<file path="src/rtl/tt_dco.sv">
// tt_dco: DCO stage turning a loop-filter control word into a clamped FCW,
// a wrapping phase accumulator clock and a divided feedback clock.
module tt_dco #(
  parameter int               ACC_W      = 24,
  parameter logic [ACC_W-1:0] CENTER_FCW = 24'h100000,
  parameter logic [ACC_W-1:0] FCW_MIN    = 24'h010000,
  parameter logic [ACC_W-1:0] FCW_MAX    = 24'h400000,
  parameter int               CTRL_SHIFT = 4,
  parameter int               DIV_N      = 8
) (
  input  logic               i_clk_gen,
  input  logic               i_rst,
  input  logic signed [31:0] i_ctrl,
  output logic               o_dco_clk,
  output logic               o_fb_clk,
  output logic [ACC_W-1:0]   o_fcw,
  output logic               o_sat_hi,
  output logic               o_sat_lo,
  input  logic               i_scan_en,
  input  logic               i_scan_in,
  output logic               o_scan_out
);
  localparam int DW = DIV_N > 1 ? $clog2(DIV_N) : 1;
  logic signed [31:0] ctrl_q, ctrl_d, ctrl_sh;
  logic signed [33:0] sum;
  logic [ACC_W-1:0]   fcw_q, fcw_d, acc_q, acc_d;
  logic               sat_hi_q, sat_hi_d, sat_lo_q, sat_lo_d;
  logic               msb_prev_q, msb_prev_d, fb_q, fb_d, rise, hi, lo;
  logic [DW-1:0]      div_cnt_q, div_cnt_d;
  // 34-bit signed sum: zero-extended centre plus sign-extended offset cannot overflow
  always_comb begin
    ctrl_sh    = ctrl_q >>> CTRL_SHIFT;
    sum        = $signed(34'(CENTER_FCW)) + 34'(ctrl_sh);
    hi         = sum > $signed(34'(FCW_MAX));
    lo         = sum < $signed(34'(FCW_MIN));
    ctrl_d     = i_scan_en ? ctrl_q : i_ctrl;
    fcw_d      = i_scan_en ? fcw_q : hi ? FCW_MAX : lo ? FCW_MIN : sum[ACC_W-1:0];
    sat_hi_d   = i_scan_en ? sat_hi_q : hi;
    sat_lo_d   = i_scan_en ? sat_lo_q : lo;
    acc_d      = i_scan_en ? {acc_q[ACC_W-2:0], i_scan_in} : acc_q + fcw_q;
    msb_prev_d = i_scan_en ? msb_prev_q : acc_q[ACC_W-1];
    rise       = !i_scan_en && acc_q[ACC_W-1] && !msb_prev_q;
    div_cnt_d  = !rise ? div_cnt_q : div_cnt_q == DW'(DIV_N - 1) ? '0 : div_cnt_q + 1'b1;
    fb_d       = rise && div_cnt_q == DW'(DIV_N - 1) ? !fb_q : fb_q;
  end
  always_ff @(posedge i_clk_gen or posedge i_rst) begin
    if (i_rst) begin
      ctrl_q     <= '0;
      fcw_q      <= CENTER_FCW;
      sat_hi_q   <= 1'b0;
      sat_lo_q   <= 1'b0;
      acc_q      <= '0;
      msb_prev_q <= 1'b0;
      div_cnt_q  <= '0;
      fb_q       <= 1'b0;
    end else begin
      ctrl_q     <= ctrl_d;
      fcw_q      <= fcw_d;
      sat_hi_q   <= sat_hi_d;
      sat_lo_q   <= sat_lo_d;
      acc_q      <= acc_d;
      msb_prev_q <= msb_prev_d;
      div_cnt_q  <= div_cnt_d;
      fb_q       <= fb_d;
    end
  end
  assign o_dco_clk  = acc_q[ACC_W-1];
  assign o_scan_out = acc_q[ACC_W-1];
  assign o_fb_clk   = fb_q;
  assign o_fcw      = fcw_q;
  assign o_sat_hi   = sat_hi_q;
  assign o_sat_lo   = sat_lo_q;
endmodule

</file>
<file path="config.mk">
export PLATFORM = sky130hd
export DESIGN_NAME = tt_dco
export DESIGN_NICKNAME = d
export VERILOG_FILES = /design/src/rtl/tt_dco.sv
export SDC_FILE = /design/constraint.sdc
export NUM_CORES = 1
export LEC_CHECK = 0
export CAP_MARGIN = 5
export CORE_UTILIZATION = 40
export DETAILED_ROUTE_END_ITERATION = 12
export GPL_TIMING_DRIVEN = 0
export PLACE_DENSITY = 0.64
export RECOVER_POWER = 100
export SYNTH_ARGS = -nofsm -noshare
export SYNTH_HDL_FRONTEND = slang
export SYNTH_SLANG_ARGS = --single-unit
</file>
<file path="constraint.sdc">
create_clock -name i_clk_gen -period 3.4 [get_ports i_clk_gen]
set_clock_uncertainty 0.1 [all_clocks]
set_input_delay 0.85 -clock i_clk_gen [delete_from_list [all_inputs] [get_ports i_clk_gen]]
set_output_delay 0.85 -clock i_clk_gen [all_outputs]
set_load 0.01 [all_outputs]
</file>
## Word level (Yosys, flattened, before mapping)

Cells that the tools add are included.

- Register bits: 87
- Input port bits: 36
- Word-level logic and storage cells: 24

- Add/sub/neg operators: 3
- Order comparisons: 2
- Equal/unequal tests: 1
- Multiplexer cells: 4
- Reductions and logical operators: 6

Operators by type and width:

| cell | number |
|---|---|
| 24-bit 2-to-1 mux | 3 |
| 22-bit by 28-bit adder with 29-bit output (first input constant) | 1 |
| 29-bit by 24-bit greater-than comparator with 1-bit output (second input constant) | 1 |
| 29-bit by 18-bit less-than comparator with 1-bit output (second input constant) | 1 |
| 24-bit adder | 1 |
| 3-bit by 1-bit adder with 3-bit output (second input constant) | 1 |
| 3-bit == test (second input constant) | 1 |
| 1-bit logical AND | 3 |
| 1-bit logical NOT | 3 |
| 3-bit 2-to-1 mux | 1 |

## Logic depth before layout (Yosys ltp)

Gate-level depths: netlist of the first run.

- Depth after elaboration: 4
- Gate-level depth with buffers: 9
- Mapped depth without buffers: 9

## Worst setup path before layout of the first run

Ideal clock, no wire load.

- Kind: register to register
- Start point: register fcw_q[0], in the netlist o_fcw[0]
- End point: register acc_q[22]
- Arrival: 2241 ps
- Required time: 3220 ps
- Path slack: 978 ps
- Cell stages (with the launch flop): 10
- Period minus slack after synthesis: 2422 ps
- Cells stage by stage: dfrtp_1 > ha_1 > inv_1 > fa_1 > nor2b_1 > o211ai_2 > a2111oi_2 > nor3b_2 > mux2_4 > nor3_2

- Cells in the longest elaborated chain, start to end: 2

RTL lines:

| item | RTL line | source |
|---|---|---|
| start: declaration | 26 | `logic [ACC_W-1:0] fcw_q, fcw_d, acc_q, acc_d;` |
| start signal: assignment | 58 | `fcw_q <= fcw_d;` |
| 24-bit adder | 40 | `acc_d = i_scan_en ? {acc_q[ACC_W-2:0], i_scan_in} : acc_q + fcw_q;` |
| 24-bit 2-to-1 mux | 40 |  |
| net acc_d[22] | 26 |  |
| end signal: assignment | 52 | `acc_q <= '0;` |
| end signal: assignment | 61 | `acc_q <= acc_d;` |
| end: declaration | 26 |  |

The timed path passes the listed nets, and every way through them passes these cells.
A chain may end at the register's enable or synchronous reset.

## Worst setup path after layout of the first run

Ends and elaborated chain as after synthesis.

==> results of run 1 <==
-- synthesized netlist by cell type, types with 6 or more instances --
cell type,number,area [um2]
sky130_fd_sc_hd__nand4_1,6,37.54
sky130_fd_sc_hd__dfrtp_1,82,2052
sky130_fd_sc_hd__mux2_2,31,349.1
sky130_fd_sc_hd__nor3_1,6,30.03
sky130_fd_sc_hd__ha_1,27,337.8
sky130_fd_sc_hd__nor2_1,12,45.04
sky130_fd_sc_hd__a21o_1,8,60.06
sky130_fd_sc_hd__nand3_1,6,30.03
sky130_fd_sc_hd__inv_1,16,60.06
sky130_fd_sc_hd__a31oi_1,6,37.54
sky130_fd_sc_hd__xnor2_1,9,78.83
sky130_fd_sc_hd__nor4_1,7,43.79
sky130_fd_sc_hd__nand2_1,40,150.1
sky130_fd_sc_hd__xor2_1,6,52.55
sky130_fd_sc_hd__o21ai_0,25,125.1
sky130_fd_sc_hd__a22o_1,21,183.9
sky130_fd_sc_hd__clkbuf_1,13,48.80
sky130_fd_sc_hd__a21oi_1,23,115.1
-- report_power, final --
part	internal, W	total, W	switching [W]
Sequential	0.00112	0.00122	0.0000995
Combinational	0.000326	0.000692	0.000365
Clock	0.000608	0.00100	0.000393
Total	0.00206	0.00292	0.000858
-- metal layers --
metal  wire length (um)  vias up  share of wire, %
met1               5273     1843                46
met5                  0        -                 0
li1                   -     1793                 -
met4                182        0               1.6
met2               5441       96                48
met3                479       12               4.2
-- through the flow --
stage               util, %  setup TNS [ns]  total power [W]  setup WS (ns)
detailed placement    47.93               0         0.001958         0.3461
global route          50.10               0         0.003078         0.4204
CTS                   50.59               0         0.002964         0.7159
global placement      47.66          -84.48         0.001924         -1.033
floorplan                 -               0         0.001729         0.3149
finish                50.10               0         0.002916         0.5766
-- cells by family after synthesis --
group                    share of synthesized area [%]
AND/OR/NAND/NOR                                  13.08
AO/OA/AOI/OAI                                    19.83
buffers and inverters                            3.821
XOR/XNOR                                         2.826
multiplexers                                     8.046
flip-flops                                       44.70
adder cells (fa/ha/maj)                          7.696
-- path summary, 6_finish.rpt --
| check | start | end | slack [ns] | cells past startpoint |
|---|---|---|---|---|
| setup / recovery | o_fcw[0] | acc_q[22] | 0.58 | 9 |
| hold / removal | o_fb_clk | o_fb_clk | 0.36 | 1 |
| setup reg to reg | o_fcw[0] | acc_q[22] | 0.58 | 9 |
| hold reg to reg | o_fb_clk | o_fb_clk | 0.36 | 1 |
| max in group asynchronous | i_rst | acc_q[22] | 0.80 | 3 |
| min in group asynchronous | i_rst | ctrl_q[8] | 1.03 | 2 |
-- registers in the layout, indices dropped and copies added, names as in the netlist --
register,count
div_cnt_q,3
o_fb_clk,1
o_sat_hi,1
o_sat_lo,1
o_fcw,24
acc_q,24
msb_prev_q,1
ctrl_q,28
-- critical path, stage by stage, from the launching register on --
cell and delay [ns]:
sky130_fd_sc_hd__dfrtp_1 0.41, sky130_fd_sc_hd__ha_1 0.25, sky130_fd_sc_hd__inv_1 0.08, sky130_fd_sc_hd__fa_1 0.22, sky130_fd_sc_hd__nor2b_1 0.07, sky130_fd_sc_hd__o211ai_1 0.36
sky130_fd_sc_hd__a2111oi_2 0.14, sky130_fd_sc_hd__nor3b_2 0.55, sky130_fd_sc_hd__mux2_1 0.40, sky130_fd_sc_hd__nor3_2 0.16
-- layout make-up --
cell class / instances / area (um2)
Buffer: 23 / 117.6
Clock buffer: 12 / 256.5
Clock inverter: 3 / 46.29
Fill cell: 1073 / 5673
Inverter: 16 / 61.31
Multi-Input combinational cell: 317 / 2360
Sequential cell: 83 / 2078
Tap cell: 143 / 178.9
Timing Repair Buffer: 60 / 598.1
==> results.md, run 1 <==
## Outcome
• **run status** complete, no violations

## Floorplan
• **Die Area** 12060 um2
• **Die Width** 109.8 um
• **count of boundary I/O pins** 65
• **CORE AREA** 11370 um2
• **Rows** 39
• **die height** 109.8 um
• **initial standard-cell utilization of the core** 40.89%

## Timing
• **share of the clock period used by the worst path** 83.04%
• **time the final worst path needs with I/O delays and setup** 2.823 ns
• **final setup violation count** 0
• **number of max-slew violations in the final report** 0
• **worst slew slack as a fraction of its limit** 35.77%
• **setup repair after global routing missed its margin** no
• **worst hold slack after final layout** 0.3620 ns
• **Highest Clock Rate** 354.2 MHz
• **slew at the pin with the worst max-slew slack** 0.9582 ns
• **final hold vios** 0

## Synth
• **sequential element share of the synthesized area** 44.70%
• **Post-synth top flop** sky130_fd_sc_hd__dfrtp_1
• **total number of yosys warnings** 0
• **post-synthesis instance total** 439
• **Avg Inst Size Synth** 10.59 um2
• **#FFs+latches synth** 83
• **number of unique standard cell types used by synthesis** 72
• **number of synthesized flops with an enable pin** 0
• **async set-or-reset flop fraction in the synthesized netlist** 100.0%
• **netlist area before placement** 4649 um2
• **synthesized net count** 503

## Worst setup path
• **WP data arrival** 2.98 ns
• **sort of element at the end of the critical path** flop
• **Crit path required time** 3.56 ns
• **Setup CP Type** flop to flop
• **kind of start point of the critical path** flop
• **top fanout value on the critical path** 6

## Cells and area
• **diode insertion count for antenna repair** 0
• **final net count** 574
• **commonest non-fill, non-tap cell in the layout** sky130_fd_sc_hd__dfrtp_1
• **most used cells in the layout excluding fill and tap cells** 82 x sky130_fd_sc_hd__dfrtp_1, 40 x sky130_fd_sc_hd__nand2_1, 30 x sky130_fd_sc_hd__mux2_2, 30 x sky130_fd_sc_hd__dlygate4sd3_1, 29 x sky130_fd_sc_hd__clkdlybuf4s50_1
• **fraction of final layout cells with drive strength greater than 1** 12.26%
• **final cell count without fillers** 657
• **Non-Filler Cell Area, Final** 5697 um2
• **synthesis-to-layout area growth** 22.52%

## Global route
• **overflow left after global routing** 0
• **largest net degree at the start of global routing** 62
• **met3 usage in global routing** 3.379%
• **global routing usage on met2** 33.75%
• **vias in the first global route** 3823
• **routing usage on met1** 27.87%
• **overall routing resource usage** 20.86%
• **layer with the highest usage after global routing** met2
• **first-pass GRT wire length** 19090 um
• **antenna violations before repair** 0

## Flow run
• **# Max-Cap Violations** 0

## CTS
• **CTS tree** yes
• **Max H-tree Level** 3
• **post-CTS setup repair buffer count** 0
• **count of hold buffers inserted by post-cts repair** 0
• **number of gates resized after CTS** 0
• **insertion delay to the later sink of the worst-skew pair** 0.34 ns
• **clock tree root driver cell** sky130_fd_sc_hd__clkbuf_16
• **clock slew at reported path FFs** 0.06 ns
• **number of buffers added by the clock tree synthesis step** 9
• **number of clock sinks** 83
• **CTS Buffer Depth** 2

## Placement
• **area of placed instances** 5449 um2
• **number of placed cells counting well taps** 642
• **last weighted congestion value of the routability-driven placer** 0.9047
• **port buffer count** 59
• **HPWL Detailed** 8513 um

## Detailed routing
• **TritonRoute pass-1 iters** 5
• **number of vias in the routed layout** 3744
• **routed wire length** 11380 um
• **Detailed Route Iter0 Violations** 175
• **DRC errors left** 0
• **DR vias/cell** 5.699
• **antenna-violating nets left** 0
• **per-cell routed wire length** 17.32 um

## Pwr
• **P per Cell Area** 511.9 nW/um2
• **maximum VDD drop** 249.4 uV
• **total leakage power** 2.567 nW

## Min path
• **worst min-delay path class** flop to flop

Power figures use the tool's default switching activity.
==> run 2: changes to the inputs <==
==> constraint.sdc (replaced) <==
create_clock -name i_clk_gen -period 2.6 [get_ports i_clk_gen]
set_clock_uncertainty 0.1 [all_clocks]
set_input_delay 0.65 -clock i_clk_gen [delete_from_list [all_inputs] [get_ports i_clk_gen]]
set_output_delay 0.65 -clock i_clk_gen [all_outputs]
set_load 0.01 [all_outputs]
==> results.md, run 2 (synthesis results as in run 1) <==
## Detailed routing
• **antenna-violating nets left** 0, unchanged
• **routed wire length** 11090 um, -2.5%
• **number of vias in the routed layout** 3733, -0.29%
• **TritonRoute pass-1 iters** 4, -1
• **Detailed Route Iter0 Violations** 156, -11%
• **DR vias/cell** 5.630, -1.2%
• **DRC errors left** 0, unchanged
• **per-cell routed wire length** 16.73 um, -3.4%

## CTS
• **clock slew at reported path FFs** 0.06 ns, about the same
• **CTS tree** yes
• **number of buffers added by the clock tree synthesis step** 9, unchanged
• **insertion delay to the later sink of the worst-skew pair** 0.34 ns, about the same
• **clock tree root driver cell** sky130_fd_sc_hd__clkbuf_16
• **count of hold buffers inserted by post-cts repair** 0, unchanged
• **Max H-tree Level** 3, unchanged
• **CTS Buffer Depth** 2, unchanged
• **number of clock sinks** 83, unchanged

## Placement
• **port buffer count** 59, unchanged
• **area of placed instances** 5463 um2, +0.25%
• **last weighted congestion value of the routability-driven placer** 0.8693, -3.9%
• **HPWL Detailed** 8420 um, -1.1%

## Global route
• **vias in the first global route** 3552, -7.1%
• **first-pass GRT wire length** 18280 um, -4.3%
• **routing usage on met1** 28.30%, +0.43 points
• **largest net degree at the start of global routing** 32, -48%
• **met3 usage in global routing** 3.201%, -0.18 points
• **antenna violations before repair** 0, unchanged
• **layer with the highest usage after global routing** met2
• **global routing usage on met2** 31.12%, -2.6 points
• **overall routing resource usage** 20.26%, -0.60 points
• **overflow left after global routing** 0, unchanged

## Pwr
• **total leakage power** 2.633 nW, +2.6%
• **overall power after layout** 0.003920 W, +34%
• **maximum VDD drop** 388.6 uV, +56%
• **P per Cell Area** 666.6 nW/um2, +30%

## Floorplan
• **count of boundary I/O pins** 65, unchanged
• **Die Width** 109.8 um, unchanged
• **Die Area** 12060 um2, unchanged
• **Rows** 39, unchanged
• **CORE AREA** 11370 um2, unchanged
• **die height** 109.8 um, unchanged
• **initial standard-cell utilization of the core** 40.89%, unchanged

## Min path
• **worst min-delay path class** flop to flop
• **Hold Crit Depth** 1, unchanged

## Worst setup path
• **top fanout value on the critical path** 5, -1
• **sequence of cells on the critical path** ha_1, a21oi_2, nor2b_4, a2111oi_4, nor3b_4, mux2_4, nor3_2
• **WP data arrival** 2.67 ns, -0.31 ns
• **top cell family by delay on the critical path** simple AND/OR/NAND/NOR gates
• **Crit path required time** 2.76 ns, -0.80 ns
• **Register-to-Register Path Depth** 7, -2
• **Crit path largest cell delay** 0.42 ns, -0.13 ns
• **Buf+Inv Stages, Crit Path** 0, -1
• **Setup CP Type** flop to flop
• **sort of element at the end of the critical path** flop
• **WP depth** 7, -2
• **highest-delay cell along the critical path** sky130_fd_sc_hd__dfrtp_1
• **kind of start point of the critical path** flop

## Timing
• **final hold vios** 0, unchanged
• **Highest Clock Rate** 399.5 MHz, +13%
• **number of max-slew violations in the final report** 0, unchanged
• **worst slew slack as a fraction of its limit** 32.17%, -3.6 points
• **share of the clock period used by the worst path** 96.28%, +13 points
• **worst hold slack after final layout** 0.3613 ns, -0.0006740 ns
• **time the final worst path needs with I/O delays and setup** 2.503 ns, -0.3200 ns
• **final setup violation count** 0, unchanged
• **slew at the pin with the worst max-slew slack** 1.012 ns, +0.05371 ns

## Flow run
• **# Max-Cap Violations** 0, unchanged

## Cells and area
• **final net count** 579, +0.87%
• **most used cells in the layout excluding fill and tap cells** 81 x sky130_fd_sc_hd__dfrtp_1, 40 x sky130_fd_sc_hd__nand2_1, 31 x sky130_fd_sc_hd__mux2_2
• **commonest non-fill, non-tap cell in the layout** sky130_fd_sc_hd__dfrtp_1
• **sequential standard cell area** 2079 um2, about the same
• **area of the multi-input gates** 2474 um2, +4.8%
• **Most flops, register** ctrl_q
• **fraction of final layout cells with drive strength greater than 1** 16.54%, +4.3 points
• **synthesis-to-layout area growth** 26.48%
• **Largest register FFs** 28, unchanged
• **diode insertion count for antenna repair** 0, unchanged
• **Non-Filler Cell Area, Final** 5881 um2, +3.2%
• **final-layout fill cell count** 1048, -2.3%

## Outcome
• **run status** complete, no violations

-- run 2: cell types whose count changed in the layout (fill, tap and decap cells not counted), moves of 2 or more --
| cell | previous run | this run |
|---|---|---|
| sky130_fd_sc_hd__a211oi_1 | 4 | 2 |
| sky130_fd_sc_hd__a211oi_2 | 0 | 2 |
| sky130_fd_sc_hd__buf_4 | 4 | 9 |
| sky130_fd_sc_hd__clkbuf_8 | 2 | 0 |
| sky130_fd_sc_hd__mux2_1 | 2 | 0 |
| sky130_fd_sc_hd__nor4_1 | 7 | 5 |
| sky130_fd_sc_hd__nor4_2 | 0 | 2 |
| sky130_fd_sc_hd__o21ai_0 | 26 | 24 |
-- run 2: metal layers --
layer	vias to the layer above	share of wire (%)
li1	1802	-
met1	1834	48
met2	78	46
met3	19	4.1
met4	0	2.1
met5	-	0
-- run 2: per-stage QoR --
step | utilization (%) | instances | setup slack, ns | setup TNS [ns]
final | 51.72 | 663 | 0.09663 | 0
after global routing | 51.72 | 663 | -0.01419 | -0.02531
after CTS | 51.17 | 660 | 0.01478 | 0
after detailed placement | 48.05 | 643 | -0.2272 | -1.685
after global placement | 47.69 | 641 | -0.2419 | -4.578
after floorplan | - | 439 | 0.1783 | 0
-- run 2: worst paths after layout --
path | start | end | slack [ns]
worst min register to register | o_fb_clk | o_fb_clk | 0.36
min in group asynchronous | i_rst | ctrl_q[8] | 0.84
worst max-delay path | o_fcw[4] | acc_q[22] | 0.1
worst min-delay path | o_fb_clk | o_fb_clk | 0.36
worst max register to register | o_fcw[4] | acc_q[22] | 0.1
max in group asynchronous | i_rst | o_fcw[20] | 0.39
-- run 2: repair_timing --
| action | 4_1_cts | 5_1_grt |
|---|---|---|
| gates cloned | 0 | 0 |
| pin swaps | 2 | 5 |
| gates resized for setup | 4 | 12 |
| setup endpoints to repair | 3 | 29 |
| buffers inserted | 1 | 4 |
-- run 2: layout make-up --
type,instances,area share (%)
inverters,16,1.043
plain buffers,22,1.936
flip-flops and latches,83,35.36
repair buffers,66,11.15
multi-input cells,317,42.06
clock inverters,5,1.447
clock buffers,11,3.957
well taps,143,3.043
-- run 2: power by group --
group	leakage (nW)	total [W]	switching (W)	internal, W
logic	1.45	0.000942	0.000490	0.000453
registers	1.04	0.00160	0.000134	0.00147
clock network	0.150	0.00137	0.000527	0.000847
total	2.63	0.00392	0.00115	0.00277
